## config.mk

```make
export PLATFORM = sky130hd
export DESIGN_NAME = qspi_rx_deserializer_flat
export DESIGN_NICKNAME = d
export VERILOG_FILES = /design/src/rtl/qspi_rx_deserializer_if.sv /design/src/rtl/qspi_rx_deserializer.sv /design/src/flat_wrapper.sv
export SDC_FILE = /design/constraint.sdc
export NUM_CORES = 1
export LEC_CHECK = 0
export ABC_AREA = 0
export BUFFER_PORTS_ARGS = -buffer_cell sky130_fd_sc_hd__buf_2
export CAP_MARGIN = 20
export CORE_AREA = 5 5 92 94
export CTS_CLUSTER_SIZE = 20
export DETAILED_ROUTE_END_ITERATION = 6
export DIE_AREA = 0 0 97 99
export GPL_ROUTABILITY_DRIVEN = 0
export PLACE_DENSITY_LB_ADDON = 0.25
export SETUP_SLACK_MARGIN = 0.05
export SYNTH_ARGS = -nofsm -noshare
export SYNTH_HDL_FRONTEND = slang
export SYNTH_SLANG_ARGS = --single-unit
```

## constraint.sdc

```tcl
create_clock -name h_clk -period 3.6 [get_ports h_clk]
set_input_delay 0.36 -clock h_clk [delete_from_list [all_inputs] [get_ports h_clk]]
set_output_delay 0.36 -clock h_clk [all_outputs]
set_load 0.01 [all_outputs]
```

## src/rtl/qspi_rx_deserializer_if.sv

```systemverilog
// Signal bundle between the QSPI receive deserializer and its pins/consumer.
// Master drives the SPI lines and the consumer controls; slave is the deserializer.
interface qspi_rx_deserializer_if #(
  parameter int FIFO_DEPTH = 4
);
  localparam int LW = $clog2(FIFO_DEPTH) + 1;

  logic          sclk_in;
  logic          cs_n_in;
  logic [3:0]    io_in;
  logic [1:0]    mode_in;
  logic [7:0]    rx_data_out;
  logic          rx_valid_out;
  logic          rx_ready_in;
  logic [LW-1:0] rx_level_out;
  logic          rx_overflow_out;
  logic          clr_ovf_in;
  logic          rx_busy_out;

  modport master (
    output sclk_in, cs_n_in, io_in, mode_in, rx_ready_in, clr_ovf_in,
    input  rx_data_out, rx_valid_out, rx_level_out, rx_overflow_out, rx_busy_out
  );

  modport slave (
    input  sclk_in, cs_n_in, io_in, mode_in, rx_ready_in, clr_ovf_in,
    output rx_data_out, rx_valid_out, rx_level_out, rx_overflow_out, rx_busy_out
  );
endinterface

```

## src/rtl/qspi_rx_deserializer.sv

```systemverilog
// QSPI receive path: synchronizes SCLK/CS_N/IO, shifts 1/2/4 bits per SCLK rise into
// MSB-first bytes and queues them in a first-word-fall-through FIFO.
module qspi_rx_deserializer #(
  parameter int SYNC_STAGES = 2,
  parameter int FIFO_DEPTH  = 4
) (
  input logic                    h_clk,
  input logic                    h_rst,
  qspi_rx_deserializer_if.slave  bus
);
  localparam int PW = $clog2(FIFO_DEPTH);
  localparam int LW = PW + 1;

  typedef enum logic {IDLE, ACTIVE} state_e;

  state_e                 state_q, state_d;
  logic [SYNC_STAGES-1:0] sclk_sync_q, cs_sync_q;
  logic [3:0]             io_sync_q [SYNC_STAGES];
  logic                   sclk_dly_q;
  logic                   sclk_s, cs_s, sclk_rise, shift_en, byte_done;
  logic [3:0]             io_s;

  logic [1:0] mode_q;
  logic [7:0] shift_q, shift_d;
  logic [2:0] cnt_q;
  logic [3:0] width_w, cnt_sum;

  logic [7:0]    mem_q [FIFO_DEPTH];
  logic [PW-1:0] wr_ptr_q, rd_ptr_q;
  logic [LW-1:0] level_q;
  logic [7:0]    last_q;
  logic          ovf_q, full, pop, push_ok;

  // Input synchronizers, reset to the idle bus levels
  always_ff @(posedge h_clk or posedge h_rst) begin
    if (h_rst) begin
      sclk_sync_q <= '0;
      cs_sync_q   <= '1;
      sclk_dly_q  <= 1'b0;
      for (int unsigned i = 0; i < SYNC_STAGES; i++) io_sync_q[i] <= '0;
    end else begin
      sclk_sync_q <= {sclk_sync_q[SYNC_STAGES-2:0], bus.sclk_in};
      cs_sync_q   <= {cs_sync_q[SYNC_STAGES-2:0], bus.cs_n_in};
      sclk_dly_q  <= sclk_s;
      io_sync_q[0] <= bus.io_in;
      for (int unsigned i = 1; i < SYNC_STAGES; i++) io_sync_q[i] <= io_sync_q[i-1];
    end
  end

  assign sclk_s    = sclk_sync_q[SYNC_STAGES-1];
  assign cs_s      = cs_sync_q[SYNC_STAGES-1];
  assign io_s      = io_sync_q[SYNC_STAGES-1];
  assign sclk_rise = sclk_s & ~sclk_dly_q;

  always_ff @(posedge h_clk or posedge h_rst) begin
    if (h_rst) state_q <= IDLE;
    else       state_q <= state_d;
  end

  always_comb begin
    state_d = state_q;
    case (state_q)
      IDLE:    if (!cs_s) state_d = ACTIVE;
      ACTIVE:  if (cs_s)  state_d = IDLE;
      default: state_d = IDLE;
    endcase
  end

  always_comb begin
    bus.rx_busy_out = (state_q == ACTIVE);
    shift_en        = (state_q == ACTIVE) && sclk_rise;
  end

  always_comb begin
    width_w = 4'd1;
    shift_d = {shift_q[6:0], io_s[1]};
    case (mode_q)
      2'b01: begin width_w = 4'd2; shift_d = {shift_q[5:0], io_s[1:0]}; end
      2'b10: begin width_w = 4'd4; shift_d = {shift_q[3:0], io_s};      end
      default: ;
    endcase
  end

  assign cnt_sum   = {1'b0, cnt_q} + width_w;
  // Byte completes on the edge that brings the count to 8; still pushed if CS_N rises now
  assign byte_done = shift_en && cnt_sum[3];

  always_ff @(posedge h_clk or posedge h_rst) begin
    if (h_rst) begin
      mode_q  <= '0;
      shift_q <= '0;
      cnt_q   <= '0;
    end else if (state_q == IDLE) begin
      shift_q <= '0;
      cnt_q   <= '0;
      if (!cs_s) mode_q <= bus.mode_in;
    end else if (shift_en) begin
      shift_q <= shift_d;
      cnt_q   <= cnt_sum[2:0];
    end
  end

  assign full    = (level_q == LW'(FIFO_DEPTH));
  assign pop     = (level_q != '0) && bus.rx_ready_in;
  assign push_ok = byte_done && (!full || pop);

  always_ff @(posedge h_clk or posedge h_rst) begin
    if (h_rst) begin
      for (int unsigned i = 0; i < FIFO_DEPTH; i++) mem_q[i] <= '0;
      wr_ptr_q <= '0;
      rd_ptr_q <= '0;
      level_q  <= '0;
      last_q   <= '0;
      ovf_q    <= 1'b0;
    end else begin
      if (push_ok) begin
        mem_q[wr_ptr_q] <= shift_d;
        wr_ptr_q        <= wr_ptr_q + 1'b1;
      end
      if (pop) begin
        last_q   <= mem_q[rd_ptr_q];
        rd_ptr_q <= rd_ptr_q + 1'b1;
      end
      if (push_ok && !pop)      level_q <= level_q + 1'b1;
      else if (!push_ok && pop) level_q <= level_q - 1'b1;
      if (byte_done && full && !pop) ovf_q <= 1'b1;
      else if (bus.clr_ovf_in)       ovf_q <= 1'b0;
    end
  end

  // Empty FIFO keeps presenting the most recently popped byte
  always_comb begin
    bus.rx_valid_out    = (level_q != '0);
    bus.rx_data_out     = (level_q != '0) ? mem_q[rd_ptr_q] : last_q;
    bus.rx_level_out    = level_q;
    bus.rx_overflow_out = ovf_q;
  end
endmodule

```

## src/flat_wrapper.sv

```systemverilog
// flat-port wrapper written by rule: the top's interface ports become plain ports
module qspi_rx_deserializer_flat 
#(
  parameter int SYNC_STAGES = 2,
  parameter int FIFO_DEPTH  = 4
)
  (h_clk, h_rst, bus_sclk_in, bus_cs_n_in, bus_io_in, bus_mode_in, bus_rx_ready_in, bus_clr_ovf_in, bus_rx_data_out, bus_rx_valid_out, bus_rx_level_out, bus_rx_overflow_out, bus_rx_busy_out);
  qspi_rx_deserializer_if #(.FIFO_DEPTH(FIFO_DEPTH)) bus_i ();
  input logic h_clk;
  input logic h_rst;
  input wire logic [$bits(bus_i.sclk_in)-1:0] bus_sclk_in;
  input wire logic [$bits(bus_i.cs_n_in)-1:0] bus_cs_n_in;
  input wire logic [$bits(bus_i.io_in)-1:0] bus_io_in;
  input wire logic [$bits(bus_i.mode_in)-1:0] bus_mode_in;
  input wire logic [$bits(bus_i.rx_ready_in)-1:0] bus_rx_ready_in;
  input wire logic [$bits(bus_i.clr_ovf_in)-1:0] bus_clr_ovf_in;
  output wire logic [$bits(bus_i.rx_data_out)-1:0] bus_rx_data_out;
  output wire logic [$bits(bus_i.rx_valid_out)-1:0] bus_rx_valid_out;
  output wire logic [$bits(bus_i.rx_level_out)-1:0] bus_rx_level_out;
  output wire logic [$bits(bus_i.rx_overflow_out)-1:0] bus_rx_overflow_out;
  output wire logic [$bits(bus_i.rx_busy_out)-1:0] bus_rx_busy_out;
  assign bus_i.sclk_in = bus_sclk_in;
  assign bus_i.cs_n_in = bus_cs_n_in;
  assign bus_i.io_in = bus_io_in;
  assign bus_i.mode_in = bus_mode_in;
  assign bus_i.rx_ready_in = bus_rx_ready_in;
  assign bus_i.clr_ovf_in = bus_clr_ovf_in;
  assign bus_rx_data_out = bus_i.rx_data_out;
  assign bus_rx_valid_out = bus_i.rx_valid_out;
  assign bus_rx_level_out = bus_i.rx_level_out;
  assign bus_rx_overflow_out = bus_i.rx_overflow_out;
  assign bus_rx_busy_out = bus_i.rx_busy_out;
  qspi_rx_deserializer #(.SYNC_STAGES(SYNC_STAGES), .FIFO_DEPTH(FIFO_DEPTH)) u_core (.h_clk(h_clk), .h_rst(h_rst), .bus(bus_i));
endmodule
```

Yosys cells after proc, flatten, opt, wreduce, memory -nomap -nowiden
Index checks and enable logic that the tools add are counted.
{"block": "totals", "reg_bits": 74, "input_bits": 12, "out_inout_bits": 14, "word_cells": 71}
{"block": "op_classes", "addsub": 5, "order_cmp": 3, "n_eq_ne": 4, "muxes": 18, "bitwise": 6, "reduce_logical": 17}
{"cell": "$bwmux 32", "n": 1}
{"cell": "$mux 8", "n": 4}
{"cell": "$bmux 8 s2", "n": 1}
{"cell": "$demux 8 s2", "n": 1}
{"cell": "$pmux 8 s2", "n": 1}
{"cell": "$mux 7", "n": 2}
{"cell": "$mux 3", "n": 4}
{"cell": "$logic_and 1x1->1", "n": 9}
{"cell": "$ge 3x3->1 const B", "n": 2}
{"cell": "$not 2->3", "n": 2}
{"cell": "$pmux 3 s2", "n": 1}
{"cell": "$add 2x1->2 const B", "n": 2}
{"cell": "$add 3x3->4", "n": 1}
{"cell": "$reduce_bool 2->1", "n": 2}
{"cell": "$add 3x1->3 const B", "n": 1}
{"cell": "$eq 3x3->1 const B", "n": 1}
{"cell": "$logic_not 1->1", "n": 3}
{"cell": "$lt 3x1->1 const B", "n": 1}
{"cell": "$mux 1", "n": 3}
{"cell": "$not 1->1", "n": 3}
{"cell": "$reduce_bool 3->1", "n": 1}
{"cell": "$sub 3x1->3 const B", "n": 1}
{"cell": "$eq 2x1->1 const B", "n": 1}
{"cell": "$eq 2x2->1 const B", "n": 1}
{"cell": "4 further kinds", "n": 4}

Depth between registers and ports, before layout
{"block": "depth", "ltp_word": 9, "mapped_depth": 13, "mapped_depth_nobuf": 13}

Worst setup path after synthesis
No wires, ideal clock.
{"block": "synth_timing", "kind": "flip-flop to flip-flop", "start": "register u_core.mode_q[0]", "end": "register u_core.level_q[2], in the netlist u_core.bus.rx_level_out[2]", "setup_time_ns": 0.079, "arrival_ns": 2.801, "required_ns": 3.521, "slack_ns": 0.719, "path_stages_with_launch": 14, "path_buffers": 0, "period_less_slack_ns": 2.881, "cell_sequence": "dfrtp_1 inv_1 ha_1 ha_1 nand3_1 a211oi_4 nand2_1 inv_1 ha_1 inv_1 fa_1 xor2_1 nor2_1 xor2_1"}
{"block": "synth_via", "elab_chain_cells": 8, "elab_cells_between_ends": 11, "cone_classes": "add/sub: 1; eq/ne: 2; mux: 2; reduce/logical: 6"}
{"element": "from (decl)", "line_no": "qspi_rx_deserializer.sv:23", "source": "logic [1:0] mode_q;"}
{"element": "from (signal assigned)", "line_no": "qspi_rx_deserializer.sv:96", "source": "if (!cs_s) mode_q <= bus.mode_in;"}
{"element": "$eq 2x2->1 / $eq 2x1->1 (equally long branches)", "line_no": "qspi_rx_deserializer.sv:77", "source": "case (mode_q)"}
{"element": "$pmux 3 s2 *", "line_no": "qspi_rx_deserializer.sv:77"}
{"element": "$add 3x3->4 *", "line_no": "qspi_rx_deserializer.sv:84", "source": "assign cnt_sum = {1'b0, cnt_q} + width_w;"}
{"element": "$logic_and 1x1->1 *", "line_no": "qspi_rx_deserializer.sv:86", "source": "assign byte_done = shift_en && cnt_sum[3];"}
{"element": "$logic_and 1x1->1 *", "line_no": "qspi_rx_deserializer.sv:105", "source": "assign push_ok = byte_done && (!full || pop);"}
{"element": "via u_core.push_ok", "line_no": "qspi_rx_deserializer.sv:32", "source": "logic ovf_q, full, pop, push_ok;"}
{"element": "$logic_not 1->1", "line_no": "qspi_rx_deserializer.sv:125", "source": "else if (!push_ok && pop) level_q <= level_q - 1'b1;"}
{"element": "$logic_and 1x1->1", "line_no": "qspi_rx_deserializer.sv:125"}
{"element": "$reduce_bool 2->1 (no source line)"}
{"element": "to (signal assigned)", "line_no": "qspi_rx_deserializer.sv:124", "source": "if (push_ok && !pop) level_q <= level_q + 1'b1;"}
{"element": "to (signal assigned)", "line_no": "qspi_rx_deserializer.sv:125"}
{"element": "to (decl)", "line_no": "qspi_rx_deserializer.sv:30", "source": "logic [LW-1:0] level_q;"}
Mark *: on every way through the listed nets, which the timed path passes. The rest lies on a longest branch.
A chain may end at the register's enable or synchronous reset.

Worst setup path in the final report
Ends and elaborated chain as after synthesis.

==> results.py <==
metrics = {
    "timing": {
        "setup_violations": 0,
        "setup_slack_ns": 0.621,
        "fin_skew_ns": 0.0124,
        "final.period_utilization": 0.828,
        "slew-limit-headroom": 0.550,
        "fin_crit_ns": 2.98,
        "finalHoldViolations": 0,
        "fin_tns_setup_ns": 0,
        "rsz0062_at_grt": "no",
        "fmax_mhz": 336,
        "final_max_slew_viol_count": 0,
        "worst_pin_slew_ns": 0.668,
    },
    "cts": {
        "hold_buffers": 1,
        "cts_buffers": 9,
        "clk_pin_slew_ns": 0.08,
        "clock_latency_ns": 0.35,
        "cts_tree": "done",
        "clk_path_buf_depth": 2,
        "cts-root-buf": "clkbuf_8",
        "cts_sinks": 74,
        "post_cts.repair.setup_buffers": 0,
        "cts_resized": 0,
        "htreeDepth": 3,
    },
    "layout": {
        "layout_common_cells": "72 x dfrtp_1, 46 x mux2_2, 26 x nand2_1",
        "layout.nets": 307,
        "diodes": 0,
        "layout_commonest_cell": "dfrtp_1",
        "synthToLayoutAreaGrowth_pct": 14.6,
        "nFillCells": 657,
        "final_layout_size_suffix_gt1_frac": 0.378,
    },
    "yosys": {
        "synth.avg_cell_area_um2": 13.5,
        "synthDistinctLibCells": 29,
        "ys_ff_latch": 74,
        "synthTopCellsByArea": "dfrtp_1 53%, mux2_2 15%, mux4_2 5.3%, ha_1 4.4%, nand2_1 2.9%",
        "synth_top_area_frac": 0.533,
        "yosysWarnings": 0,
        "synthCells": 250,
        "ys_seq_area_frac": 0.548,
        "synth.net_count": 276,
        "synthesis.area_um2": 3380,
        "yosysTopAreaCell": "dfrtp_1",
    },
    "floorplanning": {
        "core_um2": 7570,
        "die_x_um": 97,
        "die_y_um": 99,
        "dieArea_um2": 9600,
        "initial_core_util": 0.447,
        "row_count": 32,
        "ios": 26,
    },
    "power_and_ir_drop": {
        "power_switching_w": 0.000568,
        "p_leak_nw": 1.85,
        "p_int_w": 0.00155,
        "power_frac_seq": 0.467,
        "p_per_area_nw_per_um2": 546,
        "ir_drop_mv": 0.327,
        "switching_share": 0.268,
        "clkPwrFrac": 0.377,
        "combPwrFrac": 0.156,
    },
    "setup_path": {
        "crit_slowest_cell": "ha_1",
        "timing_worst_setup_path_type": "reg2reg",
        "critPathLaunchType": "flip-flop",
        "path_max_fanout": 17,
        "cp_data_required_time_ns": 3.87,
        "rrSetupSlack_ns": 0.62,
        "arrival_ns": 3.25,
        "crit_chain": "inv_1, ha_1, ha_1, nand3_1, a211oi_4, nand2_1, inv_1, ha_1, inv_1, fa_1, xor2_1, nor2_1, xor2_1",
        "max_stage_delay_ns": 0.56,
        "critPathCaptureType": "flip-flop",
    },
    "global_routing": {
        "antenna_found_initial": 0,
        "grt_max_degree": 39,
        "track_usage": 0.129,
        "grt_pass1_vias": 1908,
        "overflow": 0,
        "grt_pass1_wl_mm": 9.78,
    },
    "routing": {
        "via_per_inst": 5.11,
        "first_iter_violations": 25,
        "ant_nets": 0,
        "wirelength_mm": 5.75,
        "wl_per_cell_um": 14.8,
        "post-route-drc-count": 0,
        "vias": 1981,
        "dr.pass1.iters": 4,
    },
    "placement": {
        "dpl_worst_slack_ns": 0.607,
        "numPortBuffers": 25,
        "hpwl_mm": 3.98,
    },
    "run": {
        "drv_cap": 0,
    },
    "worst_hold_path": {
        "hold_path_class": "in2reg",
    },
    "outcome": {
        "outcome": "completed",
    },
}
==> metal layers <==
| layer | routed length [um] | global-route usage | share of wire |
|---|---|---|---|
| met1 | 2640 | 0.168 | 0.46 |
| met2 | 2740 | 0.202 | 0.48 |
| met3 | 299 | 0.0495 | 0.052 |
| met4 | 60 | 0.0324 | 0.010 |
| met5 | 0 | 0 | 0 |
==> power groups by stage <==
stage | sequential, W | clock (W) | combinational (W)
finish | 0.000989 | 0.000799 | 0.000331
global route | 0.00100 | 0.000861 | 0.000363
CTS | 0.000992 | 0.000825 | 0.000338
detailed placement | 0.00101 | 0 | 0.000336
global placement | 0.00100 | 0 | 0.000328
floorplan | 0.000951 | 0 | 0.000298
==> state kept, by name (all words and copies together) (netlist names), 3 cells and up <==
| register | cells |
|---|---|
| u_core.io_sync_q | 4 |
| u_core.bus.rx_level_out | 3 |
| u_core.mem_q | 32 |
| u_core.shift_q | 7 |
| u_core.cnt_q | 3 |
| u_core.io_s | 4 |
| u_core.last_q | 8 |
==> Yosys cell counts <==
library cell and n:
mux4_2 8, mux2_1 3, a211oi_4 1, xor2_1 2, a22oi_1 6, or3_1 1
dfstp_2 2, fa_1 2, nor3_1 2, a21oi_1 8, a211oi_1 1, dfrtp_1 72
nand2b_4 1, ha_1 12, inv_1 13, nand3_4 4, nand2_1 26, mux2_2 46
or4b_1 1, nor2_1 7, and2b_2 1, nand3_1 2, buf_2 2, mux2_4 1
o21ai_0 13, clkbuf_1 6, xnor2_1 5, or2b_1 1, buf_6 1
==> area by class of cell <==
class                           count  area (um2)  area share
Sequential cell                    74        1850       0.478
Multi-Input combinational cell    154        1440       0.370
Timing Repair Buffer               29         158      0.0407
Clock buffer                       12         155      0.0400
Tap cell                          102         128      0.0329
Clock inverter                      4        97.6      0.0252
Inverter                           13        48.8      0.0126
==> cell families after synthesis <==
family | count (synthesis) | share of synthesized area
AO/OA/AOI/OAI | 29 | 0.0525
XOR/XNOR | 7 | 0.0181
adder cells (fa/ha/maj) | 14 | 0.0562
buffers and inverters | 22 | 0.0274
flip-flops | 74 | 0.548
multiplexers | 58 | 0.221
AND/OR/NAND/NOR | 46 | 0.0769
==> per-stage QoR <==
stage / power, W / cells / util / hold WS [ns] / instance area (um2)
after CTS: 0.00216 / 388 / 0.512 / 0.0883 / 3880
after global routing: 0.00223 / 388 / 0.512 / 0.0881 / 3880
after global placement: 0.00133 / 371 / 0.478 / 0.332 / 3610
after detailed placement: 0.00134 / 371 / 0.478 / 0.337 / 3610
final: 0.00212 / 388 / 0.512 / 0.110 / 3880
after floorplan: 0.00125 / 250 / - / 0.331 / 3380
==> worst max-delay path, delay by kind of cell (launching register included) <==
kind	cells	cell delay (ns)
XOR/XNOR	2	0.31
AO/OA/AOI/OAI	1	0.24
AND/OR/NAND/NOR	3	0.38
flip-flops	1	0.37
adder cells (fa/ha/maj)	4	1.35
buffers and inverters	3	0.24
==> path summary, 6_finish.rpt <==
check,from,to,cells after the start
worst min-delay path,bus_cs_n_in,u_core.cs_sync_q[0]$_DFF_PP1_,1
worst max register to register,u_core.mode_q[0]$_DFFE_PP0P_,u_core.bus.rx_level_out[2]$_DFFE_PP0P_,13
worst min register to register,u_core.io_sync_q[6]$_DFF_PP0_,u_core.io_s[2]$_DFF_PP0_,0
min in group asynchronous,h_rst,u_core.last_q[7]$_DFFE_PP0P_,3
max in group asynchronous,h_rst,u_core.mem_q[4]$_DFFE_PP0P_,4
worst max-delay path,u_core.mode_q[0]$_DFFE_PP0P_,u_core.bus.rx_level_out[2]$_DFFE_PP0P_,13
No activity file was read; power rests on OpenSTA's default activity.
